<file path="src/rtl/seg7_to_bcd_capture.sv">
// Recovers the digit shown on an active-low 7-segment bus after the pattern has been stable,
// and reports each newly settled digit once over a valid/ready handshake. Hex decode: SEG7_HEX_EN.
module seg7_to_bcd_capture #(
  parameter int unsigned STABLE_CYCLES = 4
) (
  input  logic       clk,
  input  logic       rst,
  input  logic [6:0] seg,
  input  logic       out_ready,
  input  logic       clr_ovf,
  output logic       out_valid,
  output logic [3:0] out_value,
  output logic       out_err,
  output logic       ovf
);

  localparam logic [6:0] BLANK  = 7'b1111111;
  localparam logic [7:0] STABLE = 8'(STABLE_CYCLES);

  logic [6:0] seg_q;
  logic [6:0] cand_q, cand_d;
  logic [6:0] last_q, last_d;
  logic [7:0] cnt_q, cnt_d;
  logic       settle_q, settle_d;
  logic       valid_q, valid_d;
  logic [3:0] value_q, value_d;
  logic       err_q, err_d;
  logic       ovf_q, ovf_d;
  logic       changed;
  logic       emit;
  logic       drop;
  logic [4:0] dec;

  // Returns {err, value}; unknown patterns decode to err=1, value=0.
  function automatic logic [4:0] seg_decode(input logic [6:0] p);
    logic [4:0] r;
    case (p)
      7'b1000000: r = 5'h00;
      7'b1111001: r = 5'h01;
      7'b0100100: r = 5'h02;
      7'b0110000: r = 5'h03;
      7'b0011001: r = 5'h04;
      7'b0010010: r = 5'h05;
      7'b0000010: r = 5'h06;
      7'b1111000: r = 5'h07;
      7'b0000000: r = 5'h08;
      7'b0010000: r = 5'h09;
`ifdef SEG7_HEX_EN
      7'b0001000: r = 5'h0A;
      7'b0000011: r = 5'h0B;
      7'b1000110: r = 5'h0C;
      7'b0100001: r = 5'h0D;
      7'b0000110: r = 5'h0E;
      7'b0001110: r = 5'h0F;
`endif
      default:    r = 5'h10;
    endcase
    return r;
  endfunction

  // The settle pulse is registered so the candidate it refers to is already in cand_q.
  always_comb begin
    changed  = (seg_q != cand_q);
    cand_d   = cand_q;
    cnt_d    = cnt_q;
    if (changed) begin
      cand_d = seg_q;
      cnt_d  = 8'd1;
    end else if (cnt_q != STABLE) begin
      cnt_d = cnt_q + 8'd1;
    end
    settle_d = (cnt_d == STABLE) && (changed || (cnt_q != STABLE));
  end

  always_comb begin
    dec     = seg_decode(cand_q);
    emit    = settle_q && (cand_q != last_q) && (cand_q != BLANK);
    drop    = emit && valid_q && !out_ready;
    last_d  = settle_q ? cand_q : last_q;
    valid_d = valid_q;
    value_d = value_q;
    err_d   = err_q;
    ovf_d   = ovf_q;
    if (emit && !drop) begin
      valid_d = 1'b1;
      value_d = dec[3:0];
      err_d   = dec[4];
    end else if (valid_q && out_ready) begin
      valid_d = 1'b0;
    end
    if (drop) begin
      ovf_d = 1'b1;
    end else if (clr_ovf) begin
      ovf_d = 1'b0;
    end
  end

  always_ff @(posedge clk) begin
    if (rst) begin
      seg_q    <= BLANK;
      cand_q   <= BLANK;
      last_q   <= BLANK;
      cnt_q    <= 8'd0;
      settle_q <= 1'b0;
      valid_q  <= 1'b0;
      value_q  <= 4'd0;
      err_q    <= 1'b0;
      ovf_q    <= 1'b0;
    end else begin
      seg_q    <= seg;
      cand_q   <= cand_d;
      last_q   <= last_d;
      cnt_q    <= cnt_d;
      settle_q <= settle_d;
      valid_q  <= valid_d;
      value_q  <= value_d;
      err_q    <= err_d;
      ovf_q    <= ovf_d;
    end
  end

  assign out_valid = valid_q;
  assign out_value = value_q;
  assign out_err   = err_q;
  assign ovf       = ovf_q;

endmodule

</file>
<file path="config.mk">
export PLATFORM = sky130hd
export DESIGN_NAME = seg7_to_bcd_capture
export DESIGN_NICKNAME = d
export VERILOG_FILES = /design/src/rtl/seg7_to_bcd_capture.sv
export SDC_FILE = /design/constraint.sdc
export NUM_CORES = 1
export LEC_CHECK = 0
export ABC_CLOCK_PERIOD_IN_PS = 1600
export CORE_AREA = 2 2 60 62
export DETAILED_ROUTE_END_ITERATION = 12
export DIE_AREA = 0 0 62 64
export PLACE_DENSITY = 0.83
export RECOVER_POWER = 25
export SYNTH_ARGS = -nofsm -noshare
export SYNTH_HDL_FRONTEND = slang
export SYNTH_SLANG_ARGS = --single-unit
export TNS_END_PERCENT = 5
</file>
<file path="constraint.sdc">
create_clock -name clk -period 1.6 [get_ports clk]
set_input_delay 0.32 -clock clk [delete_from_list [all_inputs] [get_ports clk]]
set_output_delay 0.32 -clock clk [all_outputs]
set_load 0.05 [all_outputs]
</file>
# After elaboration in Yosys (flattened, before gate mapping)
# Index checks and enable logic that the tools add are counted.
[classes]
addsub = 1
n_mul = 0
div = 0
magnitude_cmp = 0
eq_ne = 14
n_shift = 0
muxes = 7
bitwise_logic = 0
reduce_logical = 13
[op_table]
columns = ["operator", "n"]
rows = [
  ["5-bit case mux with 10 select lines", 1],
  ["7-bit by 5-bit == test with 1-bit output (second input constant)", 3],
  ["7-bit == test (second input constant)", 3],
  ["8-bit 2-to-1 mux", 2],
  ["7-bit by 6-bit == test with 1-bit output (second input constant)", 2],
  ["7-bit inequality test", 2],
  ["8-bit by 1-bit adder with 8-bit output (second input constant)", 1],
  ["8-bit by 3-bit == test with 1-bit output (second input constant)", 1],
  ["8-bit by 3-bit inequality test with 1-bit output (second input constant)", 1],
  ["7-bit by 2-bit == test with 1-bit output (second input constant)", 1],
  ["1-bit logical AND", 7],
  ["7-bit logical NOT", 1],
  ["7-bit inequality test (second input constant)", 1],
  ["1-bit 2-to-1 mux", 4],
  ["2-bit nonzero test", 2],
  ["1-bit logical NOT", 2],
  ["1-bit logical OR", 1],
]
[totals]
register_bits = 37
latchBits = 0
ram_bits = 0
romBits = 0
in_bits = 11
output_inout_bits = 7
elab_cells = 44
n_memories = 0

# Longest topological paths before layout
[depth]
word_depth = 8
ltp_mapped = 7
ltp_nobuf = 7

# Least setup slack after synthesis
# No wires, ideal clock.
[synth_timing]
path_type = "flip-flop to flip-flop"
from = "register cand_q[3]"
to = "register err_q, in the netlist out_err"
setup_ns = 0.116
arrival_time_ns = 1.347
t_required_ns = 1.484
slack_ns = 0.137
stages_incl_launch_ff = 7
path_buffers = 1
synth_period_minus_slack_ns = 1.463
cell_sequence = "dfxtp_1 buf_6 or4_4 mux2i_1 a311oi_1 mux2i_1 nor2_1"
[synth_between]
elab_chain_cells = 7
word_cells_on_any_way = 19
cone_classes = "eq/ne: 11; mux: 1; reduce/logical: 7"
[synth_rtl]
columns = ["element", "line_no", "rtl"]
rows = [
  ["start: declaration", "21", "logic [6:0] cand_q, cand_d;"],
  ["start signal: assignment", "111", "cand_q <= cand_d;"],
  ["7-bit inequality test", "77", "emit = settle_q && (cand_q != last_q) && (cand_q != BLANK);"],
  ["1-bit logical AND (2 in series)", "77", ""],
  ["1-bit logical AND (2 in series)", "78", "drop = emit && valid_q && !out_ready;"],
  ["1-bit logical NOT", "84", "if (emit && !drop) begin"],
  ["1-bit logical AND", "84", ""],
  ["end signal: assignment", "117", "err_q <= err_d;"],
  ["end: declaration", "27", "logic err_q, err_d;"],
]
# Several ways; a longest one is shown, not always the timed one.
# A chain may end at the register's enable or synchronous reset.

# Final worst setup path
[layout_timing]
from = "register cnt_q[0]"
to = "register settle_q"
[layout_between]
elab_chain_cells = 5
word_cells_on_any_way = 7
cone_classes = "add/sub: 1; eq/ne: 2; mux: 2; reduce/logical: 2"
[layout_rtl]
columns = ["element", "line_no", "rtl"]
rows = [
  ["start: declaration", "23", "logic [7:0] cnt_q, cnt_d;"],
  ["start signal: assignment", "113", "cnt_q <= cnt_d;"],
  ["8-bit by 1-bit adder with 8-bit output or 8-bit by 3-bit inequality test with 1-bit output (tied branches)", "70, 69, 72", ""],
  ["8-bit 2-to-1 mux", "69", "end else if (cnt_q != STABLE) begin"],
  ["8-bit 2-to-1 mux", "66", "if (changed) begin"],
  ["8-bit by 3-bit == test with 1-bit output", "72", "settle_d = (cnt_d == STABLE) && (changed || (cnt_q != STABLE));"],
  ["1-bit logical AND *", "72", ""],
  ["end signal: assignment", "114", "settle_q <= settle_d;"],
  ["end: declaration", "24", "logic settle_q, settle_d;"],
]
# Mark *: on every way between the ends. The rest lies on a longest branch, timed or not.

==> metrics.cfg <==
[clock_network]
cts.root.buffer_cell = clkbuf_4
clk_latency_ns = 0.34
cts.sinks = 37
postCtsHoldBufs = 0
cts-htree-levels = 2
cts_buffers = 5
clock_path_buffers = 2
clk_pin_slew_ns = 0.10
cts_tree = built

[job]
maxCapViolations = 0

[synthesis]
syn_nets = 192
synth-edff-count = 0
syn_area_sq_um = 1739
synth_seq_cells = 37
async_flop_share = 0
synth_warnings = 0
synth_ff_type = dfxtp_1
yosysUniqueCellTypes = 42
ys_seq_area_frac = 0.4259
syn_avg_cell_area_sq_um = 9.716
synth_cells = 179

[setup_path]
criticalPathCategory = flip-flop to flip-flop
critical_path_arrival_ns = 1.88
cp-end-kind = flip-flop
crit_fanout = 4
critical_path.startpoint = cnt_q[0]$_SDFF_PP0_
r2r_start = cnt_q[0]$_SDFF_PP0_
worstRegToRegCells = 7
regToRegEndpoint = settle_q$_SDFF_PP0_
r2r_slack_ns = -0.007
cp.required_ns = 1.88
start_kind = flip-flop

[final_layout]
diodes = 0
fillers = 276
layout.cells.non_filler = 261
drive_gt1_frac = 0.3256
area_growth_pct = 23.60
multi_input_area_sq_um = 928.4
ff_latch_area_sq_um = 753.2
final_nets = 228

[global_route]
use_met2 = 0.3581
grt_max_degree = 18
grt_pass1_vias = 1424
gr-usage-met1 = 0.2127
overflow = 0
busiest_layer = met2
track_usage = 0.2063
grt_pass1_wl_um = 5996
grt_use_met3 = 0.05668
antenna_found_initial = 0

[sta]
rsz0062_at_grt = yes
relSlewSlack = 0.7908
setup_viol = 2
max_freq_mhz = 622.2
setup_slack_ns = -0.007251
tightest_slew_ns = 0.3110
fin_hold_ws_ns = 0.4748
skew_ns = 0.01132
finalCritPeriodShare = 1.005
finalHoldViolCount = 0
period_needed_ns = 1.607
slew_violations = 0

[placement]
place_ws_ns = -0.1184
portBuffers = 17
hpwl_um = 2676
place_inst = 250
gp_congestion = 0.8297

[drt]
routed_wl_um = 3850
via_per_inst = 5.391
wl_per_cell_um = 14.75
drtPass1Iterations = 4
antenna_left = 0
vias = 1407
drc = 0
drt_iter0_markers = 56

[worst_hold_path]
min_from = seg_q[2]$_SDFF_PP1_
holdPathStages = 1
holdPathEnd = cand_q[2]$_SDFFE_PP1N_
hp-class = flip-flop to flip-flop

[die]
start_util = 0.5295
io_pins = 18
row_count = 21
core_sq_um = 3284
die_area_sq_um = 3968
die_h_um = 64
die_x_um = 62

[status]
status = complete, but fails checks
violations = setup timing

[pwr]
p_per_area_nw_per_um2 = 758.1
leakage_nw = 0.7883
peakVddDrop_mv = 0.5074

-- timing repair --
action | in CTS | in global routing
pin swaps | 4 | 5
setup endpoints to repair | 5 | 12
buffers inserted | 2 | 2
gates resized for setup | 8 | 9
-- stage by stage --
step	util	TNS, ns	total power [mW]	area [sq um]
floorplan	-	0	1.070	1739
global placement	0.6122	-0.3379	1.125	2011
detailed placement	0.6122	-0.5756	1.135	2011
CTS	0.6377	0	1.625	2095
global route	0.6545	-0.4600	1.693	2150
finish	0.6545	-0.008739	1.629	2150
-- worst max-delay path: stages, from the launching register on --
cell,delay (ns)
dfxtp_1,0.33
inv_1,0.07
ha_1,0.14
nor4bb_2,0.28
nand2_1,0.19
mux2i_1,0.29
nand4_1,0.15
nor2_1,0.10
-- flip-flops by register name, indices dropped and copies added, names as in the netlist --
signal and cells:
cand_q 7, cnt_q 8, last_q 7, out_err 1
out_valid 1, out_value 4, ovf 1, seg_q 7
settle_q 1
-- power breakdown --
part           internal, mW  total, mW  switching (mW)
Combinational        0.0927      0.166          0.0738
Sequential            0.939      0.958          0.0195
Clock                 0.208      0.505           0.297
-- area by class of cell --
class	instances	share of cell area
tap	46	0.02678
inverter	2	0.003492
timing repair buffer	41	0.1618
clock buffer	7	0.02561
multi-input combinational	128	0.4319
sequential	37	0.3504
-- cell usage after synthesis (2+ instances only) --
cell type | count | share of area
a211o_1 | 6 | 0.030
o21ai_0 | 3 | 0.0086
or2_2 | 14 | 0.050
nor2b_1 | 8 | 0.029
a211oi_1 | 2 | 0.0086
nand3b_1 | 4 | 0.017
ha_1 | 2 | 0.014
a21oi_1 | 4 | 0.012
mux2i_1 | 6 | 0.035
nor4_2 | 2 | 0.014
xnor2_1 | 6 | 0.030
nand3_1 | 3 | 0.0086
xor2_1 | 15 | 0.076
nand2b_1 | 2 | 0.0072
buf_6 | 4 | 0.026
nor2_1 | 18 | 0.039
nor3_1 | 6 | 0.017
inv_1 | 2 | 0.0043
clkbuf_1 | 3 | 0.0065
buf_4 | 3 | 0.013
nand4_1 | 5 | 0.018
dfxtp_1 | 37 | 0.43
nand2_1 | 5 | 0.011
-- how the worst max path moves through the flow --
stage	cells after the start	endpoint
2_1_floorplan	6	out_err$_SDFFE_PP0P_
3_3_place_gp	5	out_err$_SDFFE_PP0P_
3_5_place_dp	5	out_value[0]$_SDFFE_PP0P_
4_1_cts	8	out_value[0]$_SDFFE_PP0P_
5_1_grt	7	settle_q$_SDFF_PP0_
6_report	7	settle_q$_SDFF_PP0_
-- routing by layer --
| layer | up-vias | part of all wire | wire, um |
|---|---|---|---|
| li1 | 685 | - | - |
| met1 | 671 | 0.39 | 1484 |
| met2 | 38 | 0.55 | 2105 |
| met3 | 13 | 0.035 | 133 |
| met4 | 0 | 0.033 | 127 |
| met5 | - | 0 | 0 |
-- cell families (layout without fill, tap and decap cells) --
family          count (synthesis)  after routing  synth area share
simple gates                   76             76            0.2568
flops                          37             37            0.4259
compound gates                 23             23            0.1072
xor+xnor                       21             21            0.1058
buf+inv                        14             50           0.05539
mux                             6              6           0.03453
fa+ha+maj                       2              2           0.01439
-- placed cells by master (no fill, tap or decap), drive strengths merged, types with 2 or more instances in the layout --
cell type and count:
dfxtp 37, buf 31, nor2 18, xor2 15
or2 14, clkdlybuf4s50 10, nor2b 8, a211o 7
clkbuf 7, nor3 6, mux2i 6, xnor2 6
nand4 5, nand2 5, a21oi 5, nand3b 4
nand3 3, nor4 3, o21ai 3, a211oi 3
inv 2, nand2b 2, ha 2, or4 2
Note: power is estimated with default switching activity, not from simulation.
